$ cat src/rtl/mem_stage_lsu_pkg.sv
// Shared types and lane constants for the MEM-stage load/store unit.
package mips_lsu_pkg;

  typedef enum logic [1:0] {
    BYTE = 2'b00,
    HALF = 2'b01,
    WORD = 2'b10
  } mem_size_t;

  typedef enum logic [1:0] {
    IDLE,
    ACCESS,
    DONE
  } lsu_state_t;

  localparam logic [3:0] LANES_ALL     = 4'b1111;
  localparam logic [3:0] LANES_HALF_HI = 4'b1100;
  localparam logic [3:0] LANES_HALF_LO = 4'b0011;
  localparam logic [3:0] LANE_BYTE0    = 4'b1000;

  // The reserved size encoding behaves as a word access.
  function automatic mem_size_t decode_size(input logic [1:0] s);
    return (s == 2'b11) ? WORD : mem_size_t'(s);
  endfunction

endpackage

$ cat src/rtl/mem_stage_lsu_if.sv
// Pipeline-side and data-memory-side signals of the MEM-stage LSU.
interface mem_stage_lsu_if;

  logic        M_MemRead;
  logic        M_MemWrite;
  logic [1:0]  M_Size;
  logic        M_SignExtend;
  logic [31:0] M_Address;
  logic [31:0] M_WriteData;
  logic        M_Kill;
  logic        M_StallOther;
  logic [31:0] DataMem_In;
  logic        DataMem_Ready;
  logic        DataMem_Read;
  logic [3:0]  DataMem_Write;
  logic [29:0] DataMem_Address;
  logic [31:0] DataMem_Out;
  logic [31:0] M_ReadData;
  logic        M_Stall;
  logic        M_AddrErrLoad;
  logic        M_AddrErrStore;
  logic        M_BusErr;

  modport slave (
    input  M_MemRead, M_MemWrite, M_Size, M_SignExtend, M_Address, M_WriteData,
           M_Kill, M_StallOther, DataMem_In, DataMem_Ready,
    output DataMem_Read, DataMem_Write, DataMem_Address, DataMem_Out,
           M_ReadData, M_Stall, M_AddrErrLoad, M_AddrErrStore, M_BusErr
  );

  modport master (
    output M_MemRead, M_MemWrite, M_Size, M_SignExtend, M_Address, M_WriteData,
           M_Kill, M_StallOther, DataMem_In, DataMem_Ready,
    input  DataMem_Read, DataMem_Write, DataMem_Address, DataMem_Out,
           M_ReadData, M_Stall, M_AddrErrLoad, M_AddrErrStore, M_BusErr
  );

endinterface

$ cat src/rtl/mem_stage_lsu_align.sv
// Big-endian lane steering: store byte enables/replication, load extract/extend, misalignment.
module mem_align
  import mips_lsu_pkg::*;
(
  input  mem_size_t   op_size_i,
  input  logic [1:0]  op_addr_i,
  input  logic [31:0] st_data_i,
  input  mem_size_t   ld_size_i,
  input  logic [1:0]  ld_addr_i,
  input  logic        ld_sext_i,
  input  logic [31:0] ld_data_i,
  output logic [3:0]  be_o,
  output logic [31:0] st_data_o,
  output logic [31:0] ld_data_o,
  output logic        misalign_o
);

  logic [7:0]  ld_byte;
  logic [15:0] ld_half;

  always_comb begin
    be_o       = LANES_ALL;
    st_data_o  = st_data_i;
    misalign_o = 1'b0;
    case (op_size_i)
      BYTE: begin
        be_o      = LANE_BYTE0 >> op_addr_i;
        st_data_o = {4{st_data_i[7:0]}};
      end
      HALF: begin
        be_o       = op_addr_i[1] ? LANES_HALF_LO : LANES_HALF_HI;
        st_data_o  = {2{st_data_i[15:0]}};
        misalign_o = op_addr_i[0];
      end
      default: misalign_o = |op_addr_i;
    endcase
  end

  always_comb begin
    ld_byte = ld_data_i[31:24];
    case (ld_addr_i)
      2'd1:    ld_byte = ld_data_i[23:16];
      2'd2:    ld_byte = ld_data_i[15:8];
      2'd3:    ld_byte = ld_data_i[7:0];
      default: ld_byte = ld_data_i[31:24];
    endcase
    ld_half = ld_addr_i[1] ? ld_data_i[15:0] : ld_data_i[31:16];
    case (ld_size_i)
      BYTE:    ld_data_o = {{24{ld_sext_i & ld_byte[7]}}, ld_byte};
      HALF:    ld_data_o = {{16{ld_sext_i & ld_half[15]}}, ld_half};
      default: ld_data_o = ld_data_i;
    endcase
  end

endmodule

$ cat src/rtl/mem_stage_lsu.sv
// MEM-stage LSU: one handshaked data-memory transaction per instruction, with
// stall generation, kill discard and bus timeout.
module mem_stage_lsu
  import mips_lsu_pkg::*;
#(
  parameter int unsigned TIMEOUT_CYCLES = 255
) (
  input  logic           clock,
  input  logic           reset,
  mem_stage_lsu_if.slave bus
);

  lsu_state_t  state_q, state_d;
  logic [31:0] cnt_q, cnt_d;
  logic        kill_q, kill_d;
  logic        read_q, read_d;
  logic [3:0]  we_q, we_d;
  logic [29:0] addr_q, addr_d;
  logic [31:0] wdata_q, wdata_d;
  logic [31:0] rdata_q, rdata_d;
  logic        berr_q, berr_d;
  mem_size_t   size_q, size_d;
  logic [1:0]  alo_q, alo_d;
  logic        sext_q, sext_d;
  logic        load_q, load_d;

  mem_size_t   op_size;
  logic [3:0]  be;
  logic [31:0] st_data, ld_data;
  logic        misalign, any_op, valid, kill_seen, timeout, stall;

  assign op_size   = decode_size(bus.M_Size);
  assign any_op    = bus.M_MemRead | bus.M_MemWrite;
  assign valid     = any_op & ~misalign & ~bus.M_Kill;
  assign kill_seen = kill_q | bus.M_Kill;
  assign timeout   = (TIMEOUT_CYCLES != 0) && ((cnt_q + 32'd1) == TIMEOUT_CYCLES);

  // Load formatting uses the size/offset captured at issue, not the live inputs.
  mem_align u_align (
    .op_size_i  (op_size),
    .op_addr_i  (bus.M_Address[1:0]),
    .st_data_i  (bus.M_WriteData),
    .ld_size_i  (size_q),
    .ld_addr_i  (alo_q),
    .ld_sext_i  (sext_q),
    .ld_data_i  (bus.DataMem_In),
    .be_o       (be),
    .st_data_o  (st_data),
    .ld_data_o  (ld_data),
    .misalign_o (misalign)
  );

  always_comb begin
    state_d = state_q;
    cnt_d   = cnt_q;
    kill_d  = kill_q;
    read_d  = read_q;
    we_d    = we_q;
    addr_d  = addr_q;
    wdata_d = wdata_q;
    rdata_d = rdata_q;
    berr_d  = berr_q;
    size_d  = size_q;
    alo_d   = alo_q;
    sext_d  = sext_q;
    load_d  = load_q;
    stall   = 1'b0;
    case (state_q)
      IDLE: begin
        if (valid) begin
          stall   = 1'b1;
          state_d = ACCESS;
          cnt_d   = '0;
          kill_d  = 1'b0;
          read_d  = bus.M_MemRead;
          we_d    = bus.M_MemRead ? '0 : be;
          wdata_d = bus.M_MemRead ? '0 : st_data;
          addr_d  = bus.M_Address[31:2];
          size_d  = op_size;
          alo_d   = bus.M_Address[1:0];
          sext_d  = bus.M_SignExtend;
          load_d  = bus.M_MemRead;
        end
      end
      ACCESS: begin
        stall  = 1'b1;
        kill_d = kill_seen;
        if (bus.DataMem_Ready || timeout) begin
          read_d  = 1'b0;
          we_d    = '0;
          addr_d  = '0;
          wdata_d = '0;
          if (kill_seen) begin
            state_d = IDLE;
          end else begin
            state_d = DONE;
            if (bus.DataMem_Ready) begin
              rdata_d = load_q ? ld_data : '0;
            end else begin
              rdata_d = '0;
              berr_d  = 1'b1;
            end
          end
        end else if (TIMEOUT_CYCLES != 0) begin
          cnt_d = cnt_q + 32'd1;
        end
      end
      DONE: begin
        if (!bus.M_StallOther) begin
          state_d = IDLE;
          berr_d  = 1'b0;
        end
      end
      default: state_d = IDLE;
    endcase
  end

  always_ff @(posedge clock or posedge reset) begin
    if (reset) begin
      state_q <= IDLE;
      cnt_q   <= '0;
      kill_q  <= 1'b0;
      read_q  <= 1'b0;
      we_q    <= '0;
      addr_q  <= '0;
      wdata_q <= '0;
      rdata_q <= '0;
      berr_q  <= 1'b0;
      size_q  <= BYTE;
      alo_q   <= '0;
      sext_q  <= 1'b0;
      load_q  <= 1'b0;
    end else begin
      state_q <= state_d;
      cnt_q   <= cnt_d;
      kill_q  <= kill_d;
      read_q  <= read_d;
      we_q    <= we_d;
      addr_q  <= addr_d;
      wdata_q <= wdata_d;
      rdata_q <= rdata_d;
      berr_q  <= berr_d;
      size_q  <= size_d;
      alo_q   <= alo_d;
      sext_q  <= sext_d;
      load_q  <= load_d;
    end
  end

  assign bus.DataMem_Read    = read_q;
  assign bus.DataMem_Write   = we_q;
  assign bus.DataMem_Address = addr_q;
  assign bus.DataMem_Out     = wdata_q;
  assign bus.M_ReadData      = rdata_q;
  assign bus.M_BusErr        = berr_q;
  assign bus.M_Stall         = stall & ~reset;
  assign bus.M_AddrErrLoad   = (state_q == IDLE) & bus.M_MemRead & misalign;
  assign bus.M_AddrErrStore  = (state_q == IDLE) & bus.M_MemWrite & ~bus.M_MemRead & misalign;

endmodule

$ cat src/flat_wrapper.sv
// flat-port wrapper written by rule: the top's interface ports become plain ports
module mem_stage_lsu_flat import mips_lsu_pkg::*;
#(
  parameter int unsigned TIMEOUT_CYCLES = 255
)
  (clock, reset, bus_M_MemRead, bus_M_MemWrite, bus_M_Size, bus_M_SignExtend, bus_M_Address, bus_M_WriteData, bus_M_Kill, bus_M_StallOther, bus_DataMem_In, bus_DataMem_Ready, bus_DataMem_Read, bus_DataMem_Write, bus_DataMem_Address, bus_DataMem_Out, bus_M_ReadData, bus_M_Stall, bus_M_AddrErrLoad, bus_M_AddrErrStore, bus_M_BusErr);
  mem_stage_lsu_if bus_i ();
  input  logic clock;
  input  logic reset;
  input wire logic [$bits(bus_i.M_MemRead)-1:0] bus_M_MemRead;
  input wire logic [$bits(bus_i.M_MemWrite)-1:0] bus_M_MemWrite;
  input wire logic [$bits(bus_i.M_Size)-1:0] bus_M_Size;
  input wire logic [$bits(bus_i.M_SignExtend)-1:0] bus_M_SignExtend;
  input wire logic [$bits(bus_i.M_Address)-1:0] bus_M_Address;
  input wire logic [$bits(bus_i.M_WriteData)-1:0] bus_M_WriteData;
  input wire logic [$bits(bus_i.M_Kill)-1:0] bus_M_Kill;
  input wire logic [$bits(bus_i.M_StallOther)-1:0] bus_M_StallOther;
  input wire logic [$bits(bus_i.DataMem_In)-1:0] bus_DataMem_In;
  input wire logic [$bits(bus_i.DataMem_Ready)-1:0] bus_DataMem_Ready;
  output wire logic [$bits(bus_i.DataMem_Read)-1:0] bus_DataMem_Read;
  output wire logic [$bits(bus_i.DataMem_Write)-1:0] bus_DataMem_Write;
  output wire logic [$bits(bus_i.DataMem_Address)-1:0] bus_DataMem_Address;
  output wire logic [$bits(bus_i.DataMem_Out)-1:0] bus_DataMem_Out;
  output wire logic [$bits(bus_i.M_ReadData)-1:0] bus_M_ReadData;
  output wire logic [$bits(bus_i.M_Stall)-1:0] bus_M_Stall;
  output wire logic [$bits(bus_i.M_AddrErrLoad)-1:0] bus_M_AddrErrLoad;
  output wire logic [$bits(bus_i.M_AddrErrStore)-1:0] bus_M_AddrErrStore;
  output wire logic [$bits(bus_i.M_BusErr)-1:0] bus_M_BusErr;
  assign bus_i.M_MemRead = bus_M_MemRead;
  assign bus_i.M_MemWrite = bus_M_MemWrite;
  assign bus_i.M_Size = bus_M_Size;
  assign bus_i.M_SignExtend = bus_M_SignExtend;
  assign bus_i.M_Address = bus_M_Address;
  assign bus_i.M_WriteData = bus_M_WriteData;
  assign bus_i.M_Kill = bus_M_Kill;
  assign bus_i.M_StallOther = bus_M_StallOther;
  assign bus_i.DataMem_In = bus_DataMem_In;
  assign bus_i.DataMem_Ready = bus_DataMem_Ready;
  assign bus_DataMem_Read = bus_i.DataMem_Read;
  assign bus_DataMem_Write = bus_i.DataMem_Write;
  assign bus_DataMem_Address = bus_i.DataMem_Address;
  assign bus_DataMem_Out = bus_i.DataMem_Out;
  assign bus_M_ReadData = bus_i.M_ReadData;
  assign bus_M_Stall = bus_i.M_Stall;
  assign bus_M_AddrErrLoad = bus_i.M_AddrErrLoad;
  assign bus_M_AddrErrStore = bus_i.M_AddrErrStore;
  assign bus_M_BusErr = bus_i.M_BusErr;
  mem_stage_lsu #(.TIMEOUT_CYCLES(TIMEOUT_CYCLES)) u_core (.clock(clock), .reset(reset), .bus(bus_i));
endmodule
$ cat config.mk
export PLATFORM = sky130hd
export DESIGN_NAME = mem_stage_lsu_flat
export DESIGN_NICKNAME = d
export VERILOG_FILES = /design/src/rtl/mem_stage_lsu_pkg.sv /design/src/rtl/mem_stage_lsu_if.sv /design/src/rtl/mem_stage_lsu_align.sv /design/src/rtl/mem_stage_lsu.sv /design/src/flat_wrapper.sv
export SDC_FILE = /design/constraint.sdc
export NUM_CORES = 1
export LEC_CHECK = 0
export CAP_MARGIN = 30
export CORE_MARGIN = 3
export CORE_UTILIZATION = 30
export CTS_BUF_LIST = sky130_fd_sc_hd__clkbuf_16
export DETAILED_ROUTE_END_ITERATION = 10
export PLACE_DENSITY = 0.51
export RECOVER_POWER = 25
export SLEW_MARGIN = 20
export SYNTH_ARGS = -nofsm -noshare
export SYNTH_HDL_FRONTEND = slang
export SYNTH_SLANG_ARGS = --single-unit
export TNS_END_PERCENT = 10
$ cat constraint.sdc
create_clock -name clock -period 7.2 [get_ports clock]
set_input_delay 0.72 -clock clock [delete_from_list [all_inputs] [get_ports clock]]
set_output_delay 0.72 -clock clock [all_outputs]
set_load 0.05 [all_outputs]
==> flow_metrics.tcl <==
set metrics [dict create \
    globalplace.congestion 0.866 \
    crit_arrival_ns 3.57 \
    antenna_found_initial 0 \
    grt-ovfl-total 0 \
    setup_tns_ns 0 \
    maxCapViolCount 1 \
    dieArea_sq_um 27400 \
    slew_headroom_pct -129 \
    fin_skew_ns 0.0161 \
    drt-vias-per-instance 5.26 \
    min_period_ns 4.29 \
    post_cts_buffers 0 \
    fin_util_pct 43.0 \
    cts-hold-fix-buffers 0 \
    layout_common_cells "207 x clkdlybuf4s50_1, 141 x dfrtp_1, 117 x nand2_1, 57 x a21oi_1, 44 x o2bb2ai_1" \
    cp-startpoint "bus_M_Size[0]" \
    synthesis.nets 934 \
    grt_start_max_net_pins 76 \
    clockRootBuffer "clkbuf_16" \
    maxSlewViolCount 76 \
    period_share_pct 59.6 \
    netlist_area_sq_um 7650 \
    clkSlewWorstSetupHoldPaths_ns 0.06 \
    drtIter0Drc 445 \
    portBuffers 208 \
    grt_pass1_wl_microns 40500 \
    power.share.clock_pct 25.8 \
    vias 7010 \
    ys_ff_latch 141 \
    grt_pass1_vias 6965 \
    mostFrequentLayoutCell "clkdlybuf4s50_1" \
    rows 57 \
    drc 0 \
    numCtsBuffers 17 \
    crit_path_end_kind "output pin" \
    p_switching_mw 1.51 \
    violations "max-capacitance violations, max-slew violations" \
    p_leak_nw 4.33 \
    tightest_slew_ns 3.42 \
    globalRouteTotalUtil_pct 18.2 \
    synthToLayoutAreaGrowth_pct 38.8 \
    r2r-start "u_core.cnt_q[0]" \
    fin_nets 1104 \
    syn_avg_cell_area_sq_um 9.26 \
    synth_edf_count 0 \
    worstSkewPairLatency_ns 0.42 \
    power_mw 3.60 \
    die_w_microns 166 \
    initial_core_util_pct 31.0 \
    async_reset_ff_share_pct 100 \
    synthesis.instances 826 \
    p_seq_share_pct 32.2 \
    cts_tree "built" \
    max_freq_mhz 233 \
    synth_cell_types 65 \
    cts_resized 0 \
    postRouteWirelength_microns 25500 \
    ios 209 \
    synth_ff_type "dfrtp_1" \
    hold_class "register to register" \
    n_antenna_cell 0 \
    cts.path.max_buffers 2 \
    hpwlAfterDp_microns 17800 \
    wire_per_inst_microns 19.1 \
    status "complete, but fails checks" \
    yosysWarnings 0 \
    hold_start "u_core.bus.M_ReadData[11]" \
    ctsHtreeMaxLevel 4 \
    clock-sinks 141 \
    start_kind "primary input" \
    timing_hold_violations_final 0 \
    grt_setup_unrepaired "false" \
    drive_gt1_share_pct 7.14 \
    dr.pass1.iters 5 \
    worstPathRequired_ns 6.48 \
    pwr-share-comb_pct 42.0 \
    hold_ws_ns 0.478 \
    drtAntennaViolNets 0 \
    seq_area_frac_synth_pct 46.1 \
    crit_type "primary input to output pin" \
    die_h_microns 166 \
    core_area_sq_um 24700 \
    power_switching_share_pct 41.9 \
    internal-power_mw 2.09 \
    ir_worst_vdd_mv 0.178 \
    finalSetupViolCount 0 \
    crit_fanout 11 \
    powerDensity_nw_per_um2 339 \
]
-- power by group through the flow --
stage	Clock, mW	Combinational, mW	Sequential (mW)
2_1_floorplan	0	0.487	1.65
3_3_place_gp	0	1.49	1.18
3_5_place_dp	0	1.52	1.17
4_1_cts	0.947	1.52	1.16
5_1_grt	0.985	1.60	1.19
6_report	0.931	1.51	1.16
-- area by class of cell --
cell class	count	area [sq um]
clock buffer	17	425
clock inverter	15	188
fill	2472	14100
inverter	12	46.3
multi-input combinational	602	3760
sequential	141	3530
tap	324	405
timing repair buffer	222	2260
-- flip-flops by register name, indices dropped and copies added (netlist names) --
| name | flops |
|---|---|
| u_core.bus.DataMem_Out | 32 |
| u_core.bus.M_ReadData | 32 |
| u_core.cnt_q | 32 |
| u_core.bus.DataMem_Address | 30 |
| u_core.bus.DataMem_Write | 4 |
| u_core.alo_q | 2 |
| u_core.size_q | 2 |
| u_core.state_q | 2 |
| u_core.bus.DataMem_Read | 1 |
| u_core.bus.M_BusErr | 1 |
| u_core.kill_q | 1 |
| u_core.load_q | 1 |
| u_core.sext_q | 1 |
-- layer usage --
metal | track usage, % | wire length, microns | vias to the layer above
met3 | 5.36 | 1780 | 9
met1 | 26.1 | 12200 | 3395
met5 | 0 | 0 | -
li1 | - | - | 3377
met2 | 27.5 | 11300 | 229
met4 | 3.54 | 161 | 0
-- worst max-delay path, cell delays in order --
cell and delay, ns:
clkdlybuf4s50_1 0.73, nor2_2 0.60, nor2_1 0.25, nor3_2 0.23, nor2_1 0.06, nor3_1 0.15, clkdlybuf4s50_1 0.83
-- synth_stat cells (all sizes together) (2+ instances only) --
library cell  instances  area (sq um)
clkbuf               38           143
xnor2                 8          70.1
nor4                 10          68.8
o311ai                3          26.3
a31oi                12          75.1
nand3                31           160
mux2i                36           360
a21o                 11          82.6
a22oi                 8          60.1
or2                   4          25.0
nor4bb                2          20.0
nand2               118           450
and4                  4          38.8
o21ai                39           195
or4                   3          22.5
nand4b                4          35.0
nor2                 40           153
buf                  33           186
nand4                11          75.1
nor3                 32           165
nor4b                 2          17.5
or3                  11          68.8
a31o                 10          87.6
a21oi                58           302
a22o                 24           210
o31ai                10          75.1
o31a                  2          17.5
ha                    2          25.0
nand2b                3          18.8
o211ai                9          67.6
and4b                 2          20.0
and2                  3          18.8
xor2                  3          26.3
o41ai                 7          68.8
inv                  12          45.0
nor2b                20           125
and3                  6          37.5
dfrtp               141          3530
o2bb2ai              44           385
-- final timing paths --
path / slack, ns / cells after the start / to
setup / recovery: 2.91 / 7 / bus_M_Stall
hold / removal: 0.48 / 1 / u_core.bus.M_ReadData[11]
setup reg to reg: 3.22 / 10 / u_core.bus.DataMem_Address[12]
hold reg to reg: 0.48 / 1 / u_core.bus.M_ReadData[11]
max in group asynchronous: 3.38 / 4 / u_core.cnt_q[2]
min in group asynchronous: 1.77 / 2 / u_core.bus.DataMem_Out[2]
-- stage by stage --
step | setup slack (ns) | instances | area (sq um)
5_1_grt | 2.72 | 1333 | 10600
2_1_floorplan | 2.70 | 826 | 7650
6_report | 2.91 | 1333 | 10600
4_1_cts | 2.89 | 1331 | 10600
3_3_place_gp | 2.51 | 1295 | 9880
3_5_place_dp | 2.62 | 1299 | 9950
-- cell families after synthesis --
kind of cell               Yosys count  share of synthesized area (%)
AOI/OAI and AO/OA                  243                           22.3
DFF                                141                           46.1
and+or+nand+nor                    309                           20.2
adders and majority gates            2                          0.327
muxes                               37                           4.86
buffers and inverters               83                           4.89
xor gates and xnor gates            11                           1.26
Note: power is estimated with default switching activity, not from simulation.
